`src/rtl/ur_burst_arbiter.sv`:
```
// ============================================================================
// ur_burst_arbiter : round-robin burst arbiter sharing the UR read port
// Optional beat statistics counter enabled by `define UR_ARB_STATS_EN
// Revision: 1.0
// ============================================================================
`default_nettype none

module ur_burst_arbiter #(
    parameter int NUM_REQ    = 6,
    parameter int DATA_WIDTH = 128,
    parameter int ADDR_WIDTH = 11,
    parameter int LEN_WIDTH  = 4
) (
    input  logic                            clk,
    input  logic                            rst_n,
    input  logic [NUM_REQ-1:0]              req_valid,
    output logic [NUM_REQ-1:0]              req_ready,
    input  logic [NUM_REQ*4-1:0]            req_id,
    input  logic [NUM_REQ*ADDR_WIDTH-1:0]   req_addr,
    input  logic [NUM_REQ*LEN_WIDTH-1:0]    req_len,
    output logic                            ur_re,
    output logic [3:0]                      ur_id,
    output logic [ADDR_WIDTH-1:0]           ur_addr,
    input  logic [DATA_WIDTH-1:0]           ur_rdata,
    output logic                            rsp_valid,
    output logic [NUM_REQ-1:0]              rsp_sel,
    output logic [DATA_WIDTH-1:0]           rsp_data,
    output logic                            rsp_last,
    output logic                            busy,
    output logic [31:0]                     beat_count
);

    localparam int PTR_W = $clog2(NUM_REQ);

    typedef enum logic [1:0] {
        S_IDLE  = 2'd0,
        S_ISSUE = 2'd1,
        S_DRAIN = 2'd2
    } state_t;

    state_t                  r_state, w_state_nxt;
    logic [PTR_W-1:0]        r_ptr, w_gnt_idx, w_k;
    logic                    w_gnt_found, w_hs;
    logic [3:0]              w_id;
    logic [ADDR_WIDTH-1:0]   w_addr;
    logic [LEN_WIDTH-1:0]    w_len;
    logic [LEN_WIDTH-1:0]    r_left;
    logic [NUM_REQ-1:0]      r_sel;
    logic                    r_ur_re, r_ur_last;
    logic [3:0]              r_ur_id;
    logic [ADDR_WIDTH-1:0]   r_ur_addr;
    logic                    r_rsp_valid, r_rsp_last;
    logic [NUM_REQ-1:0]      r_rsp_sel;

    // Round-robin search starting just after the last winner
    always_comb begin
        w_gnt_found = 1'b0;
        w_gnt_idx   = '0;
        w_k         = '0;
        for (int i = 1; i <= NUM_REQ; i++) begin
            w_k = PTR_W'((int'(r_ptr) + i) % NUM_REQ);
            if (!w_gnt_found && req_valid[w_k]) begin
                w_gnt_found = 1'b1;
                w_gnt_idx   = w_k;
            end
        end
    end

    always_comb begin
        w_id   = '0;
        w_addr = '0;
        w_len  = '0;
        for (int j = 0; j < NUM_REQ; j++) begin
            if (w_gnt_idx == PTR_W'(j)) begin
                w_id   = req_id[j*4 +: 4];
                w_addr = req_addr[j*ADDR_WIDTH +: ADDR_WIDTH];
                w_len  = req_len[j*LEN_WIDTH +: LEN_WIDTH];
            end
        end
    end

    assign w_hs      = (r_state == S_IDLE) && w_gnt_found;
    assign req_ready = w_hs ? (NUM_REQ'(1) << w_gnt_idx) : '0;

    always_comb begin
        w_state_nxt = r_state;
        case (r_state)
            S_IDLE:  if (w_hs) w_state_nxt = S_ISSUE;
            S_ISSUE: if (r_left == '0) w_state_nxt = S_DRAIN;
            S_DRAIN: w_state_nxt = S_IDLE;
            default: w_state_nxt = S_IDLE;
        endcase
    end

    always_ff @(posedge clk or negedge rst_n) begin
        if (!rst_n) r_state <= S_IDLE;
        else        r_state <= w_state_nxt;
    end

    // r_left counts beats still to issue after the one currently on ur_re
    always_ff @(posedge clk or negedge rst_n) begin
        if (!rst_n) begin
            r_ptr       <= PTR_W'(NUM_REQ - 1);
            r_sel       <= '0;
            r_left      <= '0;
            r_ur_re     <= 1'b0;
            r_ur_last   <= 1'b0;
            r_ur_id     <= '0;
            r_ur_addr   <= '0;
            r_rsp_valid <= 1'b0;
            r_rsp_sel   <= '0;
            r_rsp_last  <= 1'b0;
        end else begin
            r_rsp_valid <= r_ur_re;
            r_rsp_sel   <= r_ur_re ? r_sel : '0;
            r_rsp_last  <= r_ur_re & r_ur_last;
            case (r_state)
                S_IDLE: begin
                    if (w_hs) begin
                        r_ptr     <= w_gnt_idx;
                        r_sel     <= NUM_REQ'(1) << w_gnt_idx;
                        r_ur_re   <= 1'b1;
                        r_ur_id   <= w_id;
                        r_ur_addr <= w_addr;
                        r_left    <= w_len;
                        r_ur_last <= (w_len == '0);
                    end
                end
                S_ISSUE: begin
                    if (r_left == '0) begin
                        r_ur_re   <= 1'b0;
                        r_ur_last <= 1'b0;
                    end else begin
                        r_ur_addr <= r_ur_addr + 1'b1;
                        r_left    <= r_left - 1'b1;
                        r_ur_last <= (r_left == LEN_WIDTH'(1));
                    end
                end
                default: ;
            endcase
        end
    end

    assign ur_re     = r_ur_re;
    assign ur_id     = r_ur_id;
    assign ur_addr   = r_ur_addr;
    assign rsp_valid = r_rsp_valid;
    assign rsp_sel   = r_rsp_sel;
    assign rsp_last  = r_rsp_last;
    assign rsp_data  = r_rsp_valid ? ur_rdata : '0;
    assign busy      = (r_state != S_IDLE);

`ifdef UR_ARB_STATS_EN
    logic [31:0] r_beat_count;

    always_ff @(posedge clk or negedge rst_n) begin
        if (!rst_n)       r_beat_count <= '0;
        else if (r_ur_re) r_beat_count <= r_beat_count + 32'd1;
    end

    assign beat_count = r_beat_count;
`else
    assign beat_count = '0;
`endif

endmodule

`default_nettype wire

```
`config.mk`:
```
export PLATFORM = sky130hd
export DESIGN_NAME = ur_burst_arbiter
export DESIGN_NICKNAME = d
export VERILOG_FILES = /design/src/rtl/ur_burst_arbiter.sv
export SDC_FILE = /design/constraint.sdc
export NUM_CORES = 1
export LEC_CHECK = 0
export ABC_AREA = 1
export CORE_AREA = 3 3 169 171
export DETAILED_ROUTE_END_ITERATION = 10
export DIE_AREA = 0 0 172 174
export GPL_TIMING_DRIVEN = 0
export MAX_ROUTING_LAYER = met4
export PLACE_DENSITY_LB_ADDON = 0.08
export SETUP_SLACK_MARGIN = 0.2
export SLEW_MARGIN = 20
export SYNTH_ARGS = -nofsm -noshare
export SYNTH_HDL_FRONTEND = slang
export SYNTH_SLANG_ARGS = --single-unit
```
`constraint.sdc`:
```
create_clock -name clk -period 8.2 [get_ports clk]
set_input_delay 1.64 -clock clk [delete_from_list [all_inputs] [get_ports clk]]
set_output_delay 1.64 -clock clk [all_outputs]
set_load 0.02 [all_outputs]
```
Word level (Yosys, flattened, before mapping)
Index checks and enable logic that the tools add are counted.
{ "totals": {"reg_bits": 40, "word_cells": 125} }
{ "classes": {"add_sub_neg": 8, "div_mod_pow": 6, "magnitude_cmp": 6, "n_eq_ne": 10, "n_shift": 1, "mux": 60, "bitwise_logic": 1, "reduce_logical": 22} }
{ "ops": {"columns": ["cell", "count"], "rows": [
  ["$mod A32 B4 Y32 const B", 6],
  ["$mux W128", 1],
  ["$mux W11", 8],
  ["$mux W4", 14],
  ["$lt A3 B4 Y1 const B", 6],
  ["$pmux W11 S2", 1],
  ["$bmux W1 S3", 6],
  ["$mux W3", 6],
  ["$mux W1", 16],
  ["$add A3 B3 Y4 const B", 3],
  ["$mux W6", 2],
  ["$add A11 B1 Y11 const B", 1],
  ["$add A3 B2 Y4 const B", 2],
  ["$logic_not A4 Y1", 2],
  ["$pmux W4 S2", 1],
  ["$eq A3 B2 Y1 const B", 2],
  ["$eq A3 B3 Y1 const B", 2],
  ["$logic_and A1 B1 Y1", 6],
  ["$ne A2 B2 Y1 const B", 3],
  ["$reduce_and A2 Y1", 3],
  ["$reduce_and A3 Y1", 2],
  ["$shl A1 B3 Y6 const A", 1],
  ["$logic_not A1 Y1", 5],
  ["$add A3 B1 Y4 const B", 1],
  ["11 further kinds", 14]
]} }

Logic depth before layout (Yosys ltp)
{ "depth": {"depth_word": 30, "mapped_depth": 33, "mapped_depth_nobuf": 31} }

Worst setup path after synthesis
Ideal clock, no wire load.
{ "synth_path": {"kind": "input port to output port", "from": "input port req_valid[3]", "to": "output port req_ready[1]", "arrival_ns": 3.643, "slack_ns": 2.917, "path_stages": 18, "cell_sequence": "inv_1 > nand2_1 > o21ai_1 > nand2_1 > nand3_1 > o31ai_1 > inv_1 > nand3_4 > nor2_8 > nand3_1 > nand2_1 > nand3_2 > nand2_4 > nand2_1 > nor2_4 > buf_4 > inv_1 > nor2_1"} }
{ "synth_via": {"elab_chain_len": 20, "word_cells_on_any_way": 37} }
{ "synth_rtl": {"columns": ["item", "line", "rtl"], "rows": [
  ["start: declaration", "16", "input logic [NUM_REQ-1:0] req_valid,"],
  ["$bmux W1 S3", "62", "if (!w_gnt_found && req_valid[w_k]) begin"],
  ["$mux W1 (not written as such)", "62", null],
  ["$mux W1", "62", null],
  ["$logic_not A1 Y1", "62", null],
  ["$logic_and A1 B1 Y1", "62", null],
  ["$mux W1", "62", null],
  ["$logic_not A1 Y1", "62", null],
  ["$logic_and A1 B1 Y1", "62", null],
  ["[4 not listed]", null, null],
  ["$logic_not A1 Y1", "62", null],
  ["$logic_and A1 B1 Y1", "62", null],
  ["$mux W1", "62", null],
  ["$logic_not A1 Y1", "62", null],
  ["$logic_and A1 B1 Y1", "62", null],
  ["$mux W3 or $mux W1 (tied branches)", "62", null],
  ["$shl A1 B3 Y6 or $logic_and A1 B1 Y1 (tied branches)", "83, 82", null],
  ["$mux W6 (*)", "83", "assign req_ready = w_hs ? (NUM_REQ'(1) << w_gnt_idx) : '0;"],
  ["end: declaration", "17", "output logic [NUM_REQ-1:0] req_ready,"]
]} }
Mark *: on every way between the ends. The rest lies on a longest branch, timed or not. The select of a mux whose other input is x is not followed.

Final worst setup path
{ "layout_path": {"from": "input port req_valid[2]", "to": "output port req_ready[3]"} }
The elaborated chain is that of the path after synthesis.

==> key figures <==
STA
  • Worst Skew: 5.62 ps
  • Max-slew violations: 0
  • RSZ-0062 raised after global routing: no
  • Fmax: 145 MHz
  • Final worst path period share: 84.3%
  • TNS Setup: 0 ps
  • Fin worst setup slack: 1290 ps
  • Fin crit period: 6910 ps
  • Worst-Margin Slew: 777 ps
  • Fin. Hold Viols: 0
  • # setup viols final: 0
  • Max-slew headroom: 48.0%

Synth
  • Top FF cell, synth: dfrtp_1
  • Synth Cell Area: 5000 sq um
  • Sequential-to-total area share from yosys stat: 20.1%
  • Post-synth EDFFs: 0
  • Ys async rst share: 100%
  • Synth Area per Inst: 5.65 sq um
  • Post-Syn Instances: 885
  • Netlist cell types: 48
  • YS warnings: 0
  • Synthesized flop and latch total: 40

Clocking
  • CTS resizes: 0
  • Clock root buffer: clkbuf_16
  • Clk buf depth: 2
  • TritonCTS Buffers: 5
  • Clk Latency, worst-skew pair: 280 ps
  • CTS Hold Buffers Added: 0
  • CTS tree: built
  • Htree depth: 2
  • Setup Fix Bufs, Post-CTS: 0
  • Clk sinks: 40
  • Clock Pin Slew Worst Setup and Hold Paths: 60 ps

Power and ir drop
  • Sequential Power Share: 7.5%
  • Power share of the combinational group: 87.8%
  • Switching power: 3.00 mW
  • Leakage: 5.15 nW
  • Net Sw Frac: 61.3%
  • Clock Power Share: 4.6%
  • VDD IR max: 352 uV
  • Internal power: 1.90 mW
  • PD cells: 499 nW/um^2

Run
  • Max Cap Viol: 0

GRT
  • Met1 Resource Use GR: 19.9%
  • Initial antenna violation count: 5
  • Gr ovfl total: 0
  • Global route hottest layer: met2
  • Largest net degree at the start of global routing: 22
  • Tot GR Track Use: 19.3%
  • Met3 Use GR: 4.41%
  • First-pass GRT wire length: 42.0 mm
  • Vias in the first global route: 6744
  • Met2 usage in global routing: 36.9%

Final layout
  • Net count, final: 1595
  • Multi-input logic area: 2980 sq um
  • Reg area: 1000 sq um
  • Fill cells: 3054
  • Most used cells in the layout excluding fill and tap cells: clkdlybuf4s50_1 (407), nand2_1 (312), inv_1 (183), nand3_1 (58), nor2_1 (48)
  • Utilization after layout: 36.4%
  • Area growth syn-to-layout: 96.6%
  • Commonest non-fill, non-tap cell in the layout: clkdlybuf4s50_1
  • Layout cell share with drive strength beyond 1: 7.73%
  • Fin area: 9830 sq um
  • Finished Layout Cells: 1679

Worst hold path
  • Worst min path class: flip-flop to flip-flop

Detailed routing
  • # DRC: 0
  • Vias post-DR: 6685
  • Routed WL: 29.8 mm
  • DRT Pass-1 Iters: 4
  • Post-route antenna net violation count: 0
  • Drt initial violations: 256
  • Via density per instance: 3.98
  • Routed len/inst: 17.7 microns

Setup path
  • Critical path arrival: 5270 ps
  • Startpoint type of the worst setup path: input pin
  • Worst setup EP type: output pin
  • Data required, critical path: 6560 ps
  • CP max FO: 10
  • Critical path class: input pin to output pin

Run status
  • Status: finished clean

Placement
  • GPL Wtd Cong: 0.847
  • Post-Place Worst Slack: 1190 ps
  • Cells after DPL: 1666
  • DP HPWL: 26.8 mm
  • Port Buffers: 408
  • Area after DPL: 9650 sq um

Die
  • Die area: 29900 sq um
  • Die Wd: 172 microns
  • Initial core utilization: 18.5%
  • Site Rows: 60
  • Io pins: 441
  • Core ar.: 27000 sq um
  • Die Height: 174 microns
-- sequential cells by signal (all words and copies together), names as in the netlist --
| name | count |
|---|---|
| ur_addr | 11 |
| r_sel | 6 |
| rsp_sel | 6 |
| r_left | 4 |
| ur_id | 4 |
| r_ptr | 3 |
| r_state | 2 |
| r_ur_last | 1 |
| rsp_last | 1 |
| rsp_valid | 1 |
| ur_re | 1 |
-- synth_stat cells, types with 9 or more instances --
library cell / n / area share (%)
a21oi_1: 30 / 3.0
a22oi_1: 9 / 1.4
buf_4: 36 / 5.4
clkbuf_1: 21 / 1.6
dfrtp_1: 38 / 19
ha_1: 13 / 3.3
inv_1: 183 / 14
inv_2: 10 / 0.75
nand2_1: 312 / 23
nand2_2: 10 / 1.3
nand3_1: 58 / 5.8
nand4_1: 18 / 2.3
nor2_1: 48 / 3.6
o21ai_0: 25 / 2.5
-- metrics by stage --
stage	total power, mW	hold WS [ps]
finish	4.90	461
global route	5.42	498
global placement	4.77	452
detailed placement	4.78	458
floorplan	3.09	436
CTS	5.02	475
-- layer usage --
layer	routed length (microns)	vias up	part of all wire (%)
met4	594	0	2.0
met5	0	-	0
met1	11100	2887	37
met3	2180	18	7.3
li1	-	3514	-
met2	15900	266	53
-- path summary, 6_finish.rpt --
check,start,to,slack [ps],cells after the start
setup reg to reg,r_ptr[0]$_DFFE_PN1P_,ur_addr[8]$_DFFE_PN0P_,3640,26
max in group asynchronous,rst_n,rsp_valid$_DFF_PN0_,6360,2
hold / removal,ur_re$_DFFE_PN0P_,rsp_valid$_DFF_PN0_,460,0
hold reg to reg,ur_re$_DFFE_PN0P_,rsp_valid$_DFF_PN0_,460,0
setup / recovery,req_valid[2],req_ready[3],1290,16
min in group asynchronous,rst_n,ur_addr[3]$_DFFE_PN0P_,1340,1
-- cell type report --
class / count / share of cell area, %
Tap cell: 341 / 4.34
Clock buffer: 5 / 1.27
Clock inverter: 3 / 0.433
Multi-Input combinational cell: 616 / 30.3
Buffer: 66 / 4.12
Timing Repair Buffer: 409 / 41.8
Inverter: 194 / 7.41
Sequential cell: 40 / 10.2
Antenna cell: 5 / 0.127
-- power by group through the flow --
stage | clock network [mW] | registers (mW) | logic (mW)
after floorplan | 0 | 0.418 | 2.67
after global placement | 0 | 0.374 | 4.40
after detailed placement | 0 | 0.374 | 4.40
after CTS | 0.232 | 0.372 | 4.42
after global routing | 0.241 | 0.383 | 4.79
final | 0.226 | 0.369 | 4.31
-- worst max-delay path, cell delays in order --
cell             delay (ps)
clkdlybuf4s50_1         430
o21ai_1                 260
nand2_1                  90
nand3_1                  90
o31ai_1                 120
inv_1                   160
nand3_4                 110
nor2_8                  160
nand2_2                  70
nor4_1                  340
nor3_1                  120
nand2_1                 150
clkbuf_1                420
clkbuf_1                420
nor2_1                   90
clkdlybuf4s50_1         600
-- cell families (layout without fill, tap and decap cells) --
| family | Yosys count | in the layout | synth area share, % |
|---|---|---|---|
| other cells | 1 | 37 | 0.0750 |
| buf+inv | 260 | 677 | 22.7 |
| fa+ha+maj | 13 | 13 | 3.25 |
| flops | 40 | 40 | 20.1 |
| xor+xnor | 4 | 4 | 0.701 |
| compound gates | 89 | 89 | 10.7 |
| simple gates | 478 | 478 | 42.6 |
Note: power is estimated with default switching activity, not from simulation.
